===== src/rtl/mac_seq_ctrl.sv =====
// mac_seq_ctrl: sequencer for the multiply-accumulate datapath.
// A start command issues a burst of operand reads. The block pulses the
// accumulator clear on the first read and drives the accumulator enable
// PIPE_LAT cycles behind the reads. It then holds the result valid until
// the consumer accepts it.
// Optional feature: define MAC_SEQ_ABORT_EN to add the abort_i port, which
// cancels a burst in flight. Without the macro the block behaves as if
// abort_i were tied low.
module mac_seq_ctrl #(
  parameter int WIDTH_CNT = 5,
  parameter int PIPE_LAT  = 2   // legal range 1..8
) (
  input  logic                 clk,
  input  logic                 rst_n_i,
  input  logic                 start_i,
  input  logic [WIDTH_CNT-1:0] len_i,
  output logic                 rd_en_o,
  output logic [WIDTH_CNT-1:0] rd_addr_o,
  output logic                 acc_clr_o,
  output logic                 acc_en_o,
  output logic                 res_valid_o,
  input  logic                 res_ready_i,
  output logic                 busy_o,
  output logic                 done_o
`ifdef MAC_SEQ_ABORT_EN
  ,
  input  logic                 abort_i
`endif
);

  typedef enum logic [1:0] {
    IDLE  = 2'd0,
    ISSUE = 2'd1,
    DRAIN = 2'd2,
    OUT   = 2'd3
  } state_t;

  // The drain counter only has to reach PIPE_LAT-1, which is at most 7.
  localparam logic [3:0] DRAIN_LAST = 4'(PIPE_LAT - 1);

  state_t               state;
  logic [WIDTH_CNT-1:0] len_lat;
  logic [WIDTH_CNT-1:0] last_addr;
  logic [3:0]           drain_cnt;
  logic [PIPE_LAT-1:0]  acc_pipe;
  logic                 abort_req;

  // An abort only matters while a burst is in flight. In IDLE it is
  // ignored, so a start in the same cycle is still accepted.
`ifdef MAC_SEQ_ABORT_EN
  assign abort_req = abort_i && (state != IDLE);
`else
  assign abort_req = 1'b0;
`endif

  // The address of the final read. len_lat is never zero while in ISSUE.
  assign last_addr = len_lat - WIDTH_CNT'(1);

  // Main FSM. All outputs except acc_en_o are registered here.
  always_ff @(posedge clk or negedge rst_n_i) begin
    if (!rst_n_i) begin
      state       <= IDLE;
      len_lat     <= '0;
      rd_addr_o   <= '0;
      drain_cnt   <= '0;
      rd_en_o     <= 1'b0;
      acc_clr_o   <= 1'b0;
      res_valid_o <= 1'b0;
      busy_o      <= 1'b0;
      done_o      <= 1'b0;
    end else begin
      // Both pulses last one cycle unless a transition below re-asserts them.
      acc_clr_o <= 1'b0;
      done_o    <= 1'b0;
      if (abort_req) begin
        state       <= IDLE;
        rd_addr_o   <= '0;
        drain_cnt   <= '0;
        rd_en_o     <= 1'b0;
        res_valid_o <= 1'b0;
        busy_o      <= 1'b0;
      end else begin
        case (state)
          IDLE: begin
            // A zero-length start is dropped. No burst is started for it.
            if (start_i && (len_i != '0)) begin
              state     <= ISSUE;
              len_lat   <= len_i;
              rd_addr_o <= '0;
              rd_en_o   <= 1'b1;
              acc_clr_o <= 1'b1;
              busy_o    <= 1'b1;
            end
          end
          ISSUE: begin
            // Stopping at len-1 means the counter never wraps, even for
            // the maximum length.
            if (rd_addr_o == last_addr) begin
              state     <= DRAIN;
              rd_addr_o <= '0;
              rd_en_o   <= 1'b0;
              drain_cnt <= '0;
            end else begin
              rd_addr_o <= rd_addr_o + WIDTH_CNT'(1);
            end
          end
          DRAIN: begin
            // Wait for the last operands to pass through the datapath pipeline.
            if (drain_cnt == DRAIN_LAST) begin
              state       <= OUT;
              res_valid_o <= 1'b1;
            end else begin
              drain_cnt <= drain_cnt + 4'd1;
            end
          end
          OUT: begin
            // Hold the result until the consumer takes it, then report completion.
            if (res_ready_i) begin
              state       <= IDLE;
              res_valid_o <= 1'b0;
              busy_o      <= 1'b0;
              done_o      <= 1'b1;
            end
          end
          default: begin
            state <= IDLE;
          end
        endcase
      end
    end
  end

  // First stage of the enable delay line. It takes the registered read strobe.
  always_ff @(posedge clk or negedge rst_n_i) begin
    if (!rst_n_i) begin
      acc_pipe[0] <= 1'b0;
    end else if (abort_req) begin
      acc_pipe[0] <= 1'b0;
    end else begin
      acc_pipe[0] <= rd_en_o;
    end
  end

  // Remaining delay stages. An abort flushes them, so no stale enables
  // reach the accumulator.
  generate
    for (genvar gi = 1; gi < PIPE_LAT; gi++) begin : g_acc_pipe
      // Shift one stage further down the delay line.
      always_ff @(posedge clk or negedge rst_n_i) begin
        if (!rst_n_i) begin
          acc_pipe[gi] <= 1'b0;
        end else if (abort_req) begin
          acc_pipe[gi] <= 1'b0;
        end else begin
          acc_pipe[gi] <= acc_pipe[gi-1];
        end
      end
    end
  endgenerate

  // The stage-0 register supplies one cycle of delay. The read strobe is
  // itself registered, so the total lag from the start is 1+PIPE_LAT cycles.
  assign acc_en_o = acc_pipe[PIPE_LAT-1];

endmodule


===== config.mk =====
export PLATFORM = sky130hd
export DESIGN_NAME = mac_seq_ctrl
export DESIGN_NICKNAME = d
export VERILOG_FILES = /design/src/rtl/mac_seq_ctrl.sv
export SDC_FILE = /design/constraint.sdc
export NUM_CORES = 1
export LEC_CHECK = 0
export ABC_CLOCK_PERIOD_IN_PS = 2400
export BUFFER_PORTS_ARGS = -buffer_cell sky130_fd_sc_hd__buf_4
export CAP_MARGIN = 10
export CORE_AREA = 5 5 44 84
export CTS_CLUSTER_SIZE = 8
export DETAILED_ROUTE_END_ITERATION = 16
export DIE_AREA = 0 0 49 89
export GPL_TIMING_DRIVEN = 0
export PLACE_DENSITY_LB_ADDON = 0.1
export SYNTH_ARGS = -nofsm -noshare
export SYNTH_HDL_FRONTEND = slang
export SYNTH_SLANG_ARGS = --single-unit

===== constraint.sdc =====
create_clock -name clk -period 2.4 [get_ports clk]
set_input_delay 0.48 -clock clk [delete_from_list [all_inputs] [get_ports clk]]
set_output_delay 0.48 -clock clk [all_outputs]
set_load 0.02 [all_outputs]

After elaboration in Yosys (flattened, before gate mapping). Index checks and enable logic that the tools add are counted.

Logic and storage cells: 60. Register bits: 23. Output and inout port bits: 11. Bits of input ports: 9.

Add/subtract/negate cells: 3. Multiplexer cells: 22. Eq/ne operators: 10. Reduce and logical (&&, ||, !) cells: 14.

Operators by type and width (count): 3-bit AND reduction (4); 5-bit 2-to-1 mux (2); 2-bit != test, second input constant (5); 5-bit case mux with 2 select lines (1); 1-bit 2-to-1 mux (8); 2-bit 2-to-1 mux (4); 4-bit 2-to-1 mux (2); 2-bit case mux with 4 select lines (1); 4-bit case mux with 2 select lines (1); 2-bit nonzero test (4); 1-bit case mux with 2 select lines (3); 5-bit by 1-bit adder with 5-bit output, second input constant (1); 5-bit == test (1); 5-bit nonzero test (1); 5-bit by 1-bit subtractor with 5-bit output, second input constant (1); 4-bit by 1-bit adder with 4-bit output, second input constant (1); 2-bit == test, second input constant (2); 4-bit by 1-bit == test with 1-bit output, second input constant (1); 2-bit AND reduction (2); 4-bit AND reduction (1); 2-bit by 1-bit == test with 1-bit output, second input constant (1); 2-bit zero test (1); 1-bit logical AND (1).

Depth between registers and ports, before layout.
Word-level depth: 4. Mapped depth: 8. Gate-level depth less buffers: 7.

Worst setup path after synthesis. Ideal clock, no wire load.

Kind: flip-flop to flip-flop. Start point: register len_lat[0]. End point: register state[1]. Cell stages (with the launch flop): 9. Clock period less this slack: 1.939 ns. Path buffers: 1. Arrival time: 1.814 ns. Slack: 0.461 ns. Required time: 2.275 ns. Library setup time: 0.125 ns. Cell sequence: dfrtp_1 -> inv_1 -> ha_1 -> xnor2_1 -> a211oi_1 -> o311ai_1 -> buf_4 -> a21oi_1 -> mux2_2.

Word-level cells in the longest chain between the ends: 4.

RTL lines: start, declared (RTL line 42) `logic [WIDTH_CNT-1:0] len_lat;`; start signal, assigned (RTL line 88) `len_lat <= len_i;`; 5-bit by 1-bit subtractor with 5-bit output (RTL line 57) `assign last_addr = len_lat - WIDTH_CNT'(1);`; 5-bit == test (RTL line 98) `if (rd_addr_o == last_addr) begin`; 2-bit != test (no line); 4-bit AND reduction (no line); end signal, assigned (RTL line 62) `state <= IDLE;`; end signal, assigned (RTL line 99) `state <= DRAIN;`; end signal, assigned (RTL line 110) `state <= OUT;`; end, declared (RTL line 41) `state_t state;`.

Every way passes these cells. A chain may end at the register's enable or synchronous reset.

Worst setup path after layout. Same ends and word-level chain as after synthesis.

==> metrics.md <==
| Metric | Value |
|---|---|
| Nets | 174 |
| Die Ht | 89 um |
| Vias in the first global route | 1063 |
| Floorplan core area | 0.002943 mm2 |
| Fin Clk Skew | 0.002995 ns |
| Final Cycle Share | 90.05% |
| PortBufs | 19 |
| Postcts setup bufs | 0 |
| Pint | 1.109 mW |
| Starting Density | 45.24% |
| Grt ovf | 0 |
| Share of cells above drive strength 1 | 22.44% |
| Critical Path RT | 2.56 ns |
| Mean Syn Cell Area | 10.01 um2 |
| Setup Total Neg Slack | 0 ns |
| Routed WL | 2738 um |
| Sequential power share | 35.3% |
| FF+latch count, synth | 23 |
| RSZ-0062 raised after global routing | false |
| Final Critical Period | 2.161 ns |
| DR DRC count | 0 |
| Setup crit end | state[1] |
| Max cap viols | 0 |
| Sw Share | 41.93% |
| Post-DP HPWL | 2115 um |
| NetSw | 0.8006 mW |
| Slowest library cell on the worst path | dfrtp_1 |
| CP Capture Type | flop |
| WL/cell | 14.72 um |
| Critical Path, Cell by Cell | inv_1 > ha_1 > nand4bb_1 > a211oi_1 > o311ai_1 > buf_4 > a21oi_1 > mux2_2 |
| Total Routing Usage GR | 13.83% |
| Skew-Pair Late Insertion Delay | 0.27 ns |
| Fin. max-slew vios | 0 |
| Distinct cells, synth | 45 |
| Commonest cells after routing, fill and taps aside | dfrtp_1 (23), buf_4 (20), nand2_1 (14), inv_1 (9), ha_1 (8) |
| Gpl congestion | 0.7945 |
| PostCTS Resize Cnt | 0 |
| Number of flops mapped to enable cells by yosys | 0 |
| Max FO, Critical Path | 10 |
| Top_reg_cell synth | dfrtp_1 |
| Startpoint types | flop |
| Drt first pass iters | 5 |
| CP Depth | 8 |
| Initial antenna violation count | 0 |
| Comb power frac | 51.6% |
| Largest net degree at the start of global routing | 24 |
| Post-route ant nets | 0 |
| DR vias | 1069 |
| Critical path arrival | 2.32 ns |
| Post-synth ARST share | 100.0% |
| Max rail drop VDD | 650.0 uV |
| Starting DRC count in detailed routing | 20 |
| Syn Nets | 150 |
| H-tree levels | 1 |
| F_max | 462.7 MHz |
| Clk pwr share | 13.1% |
| Setup violators final | 0 |
| Layout overhead on the synthesized area | 17.20% |
| Clock Pin Slew Worst Setup and Hold Paths | 0.09 ns |
| Clk buf depth | 2 |
| WP buf/inv | 2 |
| Die area | 0.004361 mm2 |
| Tot Pwr | 1.909 mW |
| Worst setup path startpoint | len_lat[0] |
| P_leak | 0.7351 nW |
| Synthesized cell area | 0.001331 mm2 |
| Reg2reg start | len_lat[0] |
| Critical Path Max Stage Delay | 0.42 ns |
| Largest delay share family, worst path | compound AO/OA/AOI/OAI gates |
| Post-synthesis sequential area ratio | 43.23% |
| R2r setup slk | 0.24 ns |
| Total CTS buffers | 3 |
| ANT cells | 0 |
| Setup CP Type | reg2reg |
| Worst rel slew slack | 50.78% |
| FF-to-FF End | state[1] |
| Vias per cell | 5.747 |
| Site Rows | 28 |
| Outcome | finished, final reports clean |
| Commonest non-fill, non-tap cell in the layout | dfrtp_1 |
| Synth Instances | 133 |
| Chip width | 49 um |
| Worst Hold Class | in2async |
| Power Density | 1224 mW/mm2 |
| First-pass GRT wire length | 4767 um |
| Worst reg2reg path depth | 8 |
| Hold Vio Cnt, Final | 0 |
| Ports | 20 |
| Clock Sinks | 23 |
| Syn. warnings | 0 |
| Worst-margin pin slew | 0.7320 ns |
| CTS tree | done |
| Root Driver | clkbuf_8 |
| Hold_buf cts | 0 |
[flip-flops by register name (all words and copies together) (netlist names), 2 cells and up]
signal,flops
len_lat,5
state,2
rd_addr_o,5
drain_cnt,4
[cells in the mapped netlist (2+ instances only)]
cell type  instances  area [um2]
inv_1              9       33.78
dfrtp_1           23       575.6
xnor2_1            3       26.28
nand3_1            5       25.02
mux2_2             4       45.04
xor2_1             3       26.28
a22o_1             4       35.03
mux2i_1            3       30.03
o21ai_0            7       35.03
nand2_1           14       52.55
nand3b_1           2       15.01
a21oi_1            4       20.02
ha_1               8       100.1
o21ai_1            4       20.02
nor3_1             2       10.01
or2b_1             2       15.01
nor2_1             6       22.52
or2_2              3       18.77
[cells by family after synthesis]
group | Yosys count | synth area share, %
AOI/OAI and AO/OA | 35 | 18.71
xor gates and xnor gates | 6 | 3.948
adders and majority gates | 8 | 7.519
buffers and inverters | 13 | 4.887
DFF | 23 | 43.23
muxes | 7 | 5.639
and+or+nand+nor | 41 | 16.07
[per-layer routing]
layer	track usage, %	wire length [um]	up-vias
met5	0	0	-
met4	6.127	49	0
met3	2.838	108	6
met2	27.02	1580	22
met1	13.63	999	525
li1	-	-	516
[worst min path at each step]
stage / endpoint / cells past startpoint / from / slack, ns
finish: acc_en_o / 1 / rst_n_i / 0.09
global route: acc_en_o / 1 / rst_n_i / 0.10
global placement: acc_en_o / 0 / acc_pipe[0] / 0.33
floorplan: acc_clr_o / 0 / rst_n_i / 0.18
CTS: acc_en_o / 1 / rst_n_i / 0.1
detailed placement: acc_en_o / 0 / acc_pipe[0] / 0.34
[power groups by stage]
stage / registers [mW] / logic [mW] / clock network, mW
floorplan: 0.696 / 0.710 / 0
global placement: 0.675 / 0.959 / 0
detailed placement: 0.683 / 0.993 / 0
CTS: 0.674 / 0.998 / 0.261
global route: 0.699 / 1.10 / 0.278
finish: 0.673 / 0.985 / 0.251
[metrics by stage]
stage	setup slack [ns]	instances	util (%)	cell area, um2	hold WS [ns]
final	0.2389	186	53.02	1560	0.09073
after global routing	0.1050	186	53.02	1560	0.1035
after CTS	0.2238	186	53.02	1560	0.09812
after detailed placement	0.2373	182	51.36	1511	0.3364
after global placement	0.2484	182	51.36	1511	0.3324
after floorplan	0.4613	133	-	1331	0.1844
[worst reg2reg max path, cell delays in order (launching register included)]
cell and delay, ns:
dfrtp_1 0.42, inv_1 0.09, ha_1 0.22, nand4bb_1 0.12, a211oi_1 0.25, o311ai_1 0.17
buf_4 0.20, a21oi_1 0.23, mux2_2 0.36
[layout make-up]
type                            count  area (um2)
Tap cell                           30       37.54
Fill cell                         306        1383
Clock buffer                        3       41.29
Timing Repair Buffer               19       142.6
Multi-Input combinational cell     97       690.7
Sequential cell                    23       575.6
Clock inverter                      1       7.507
Buffer                              4       31.28
Inverter                            9       33.78
Power figures use the tool's default switching activity.
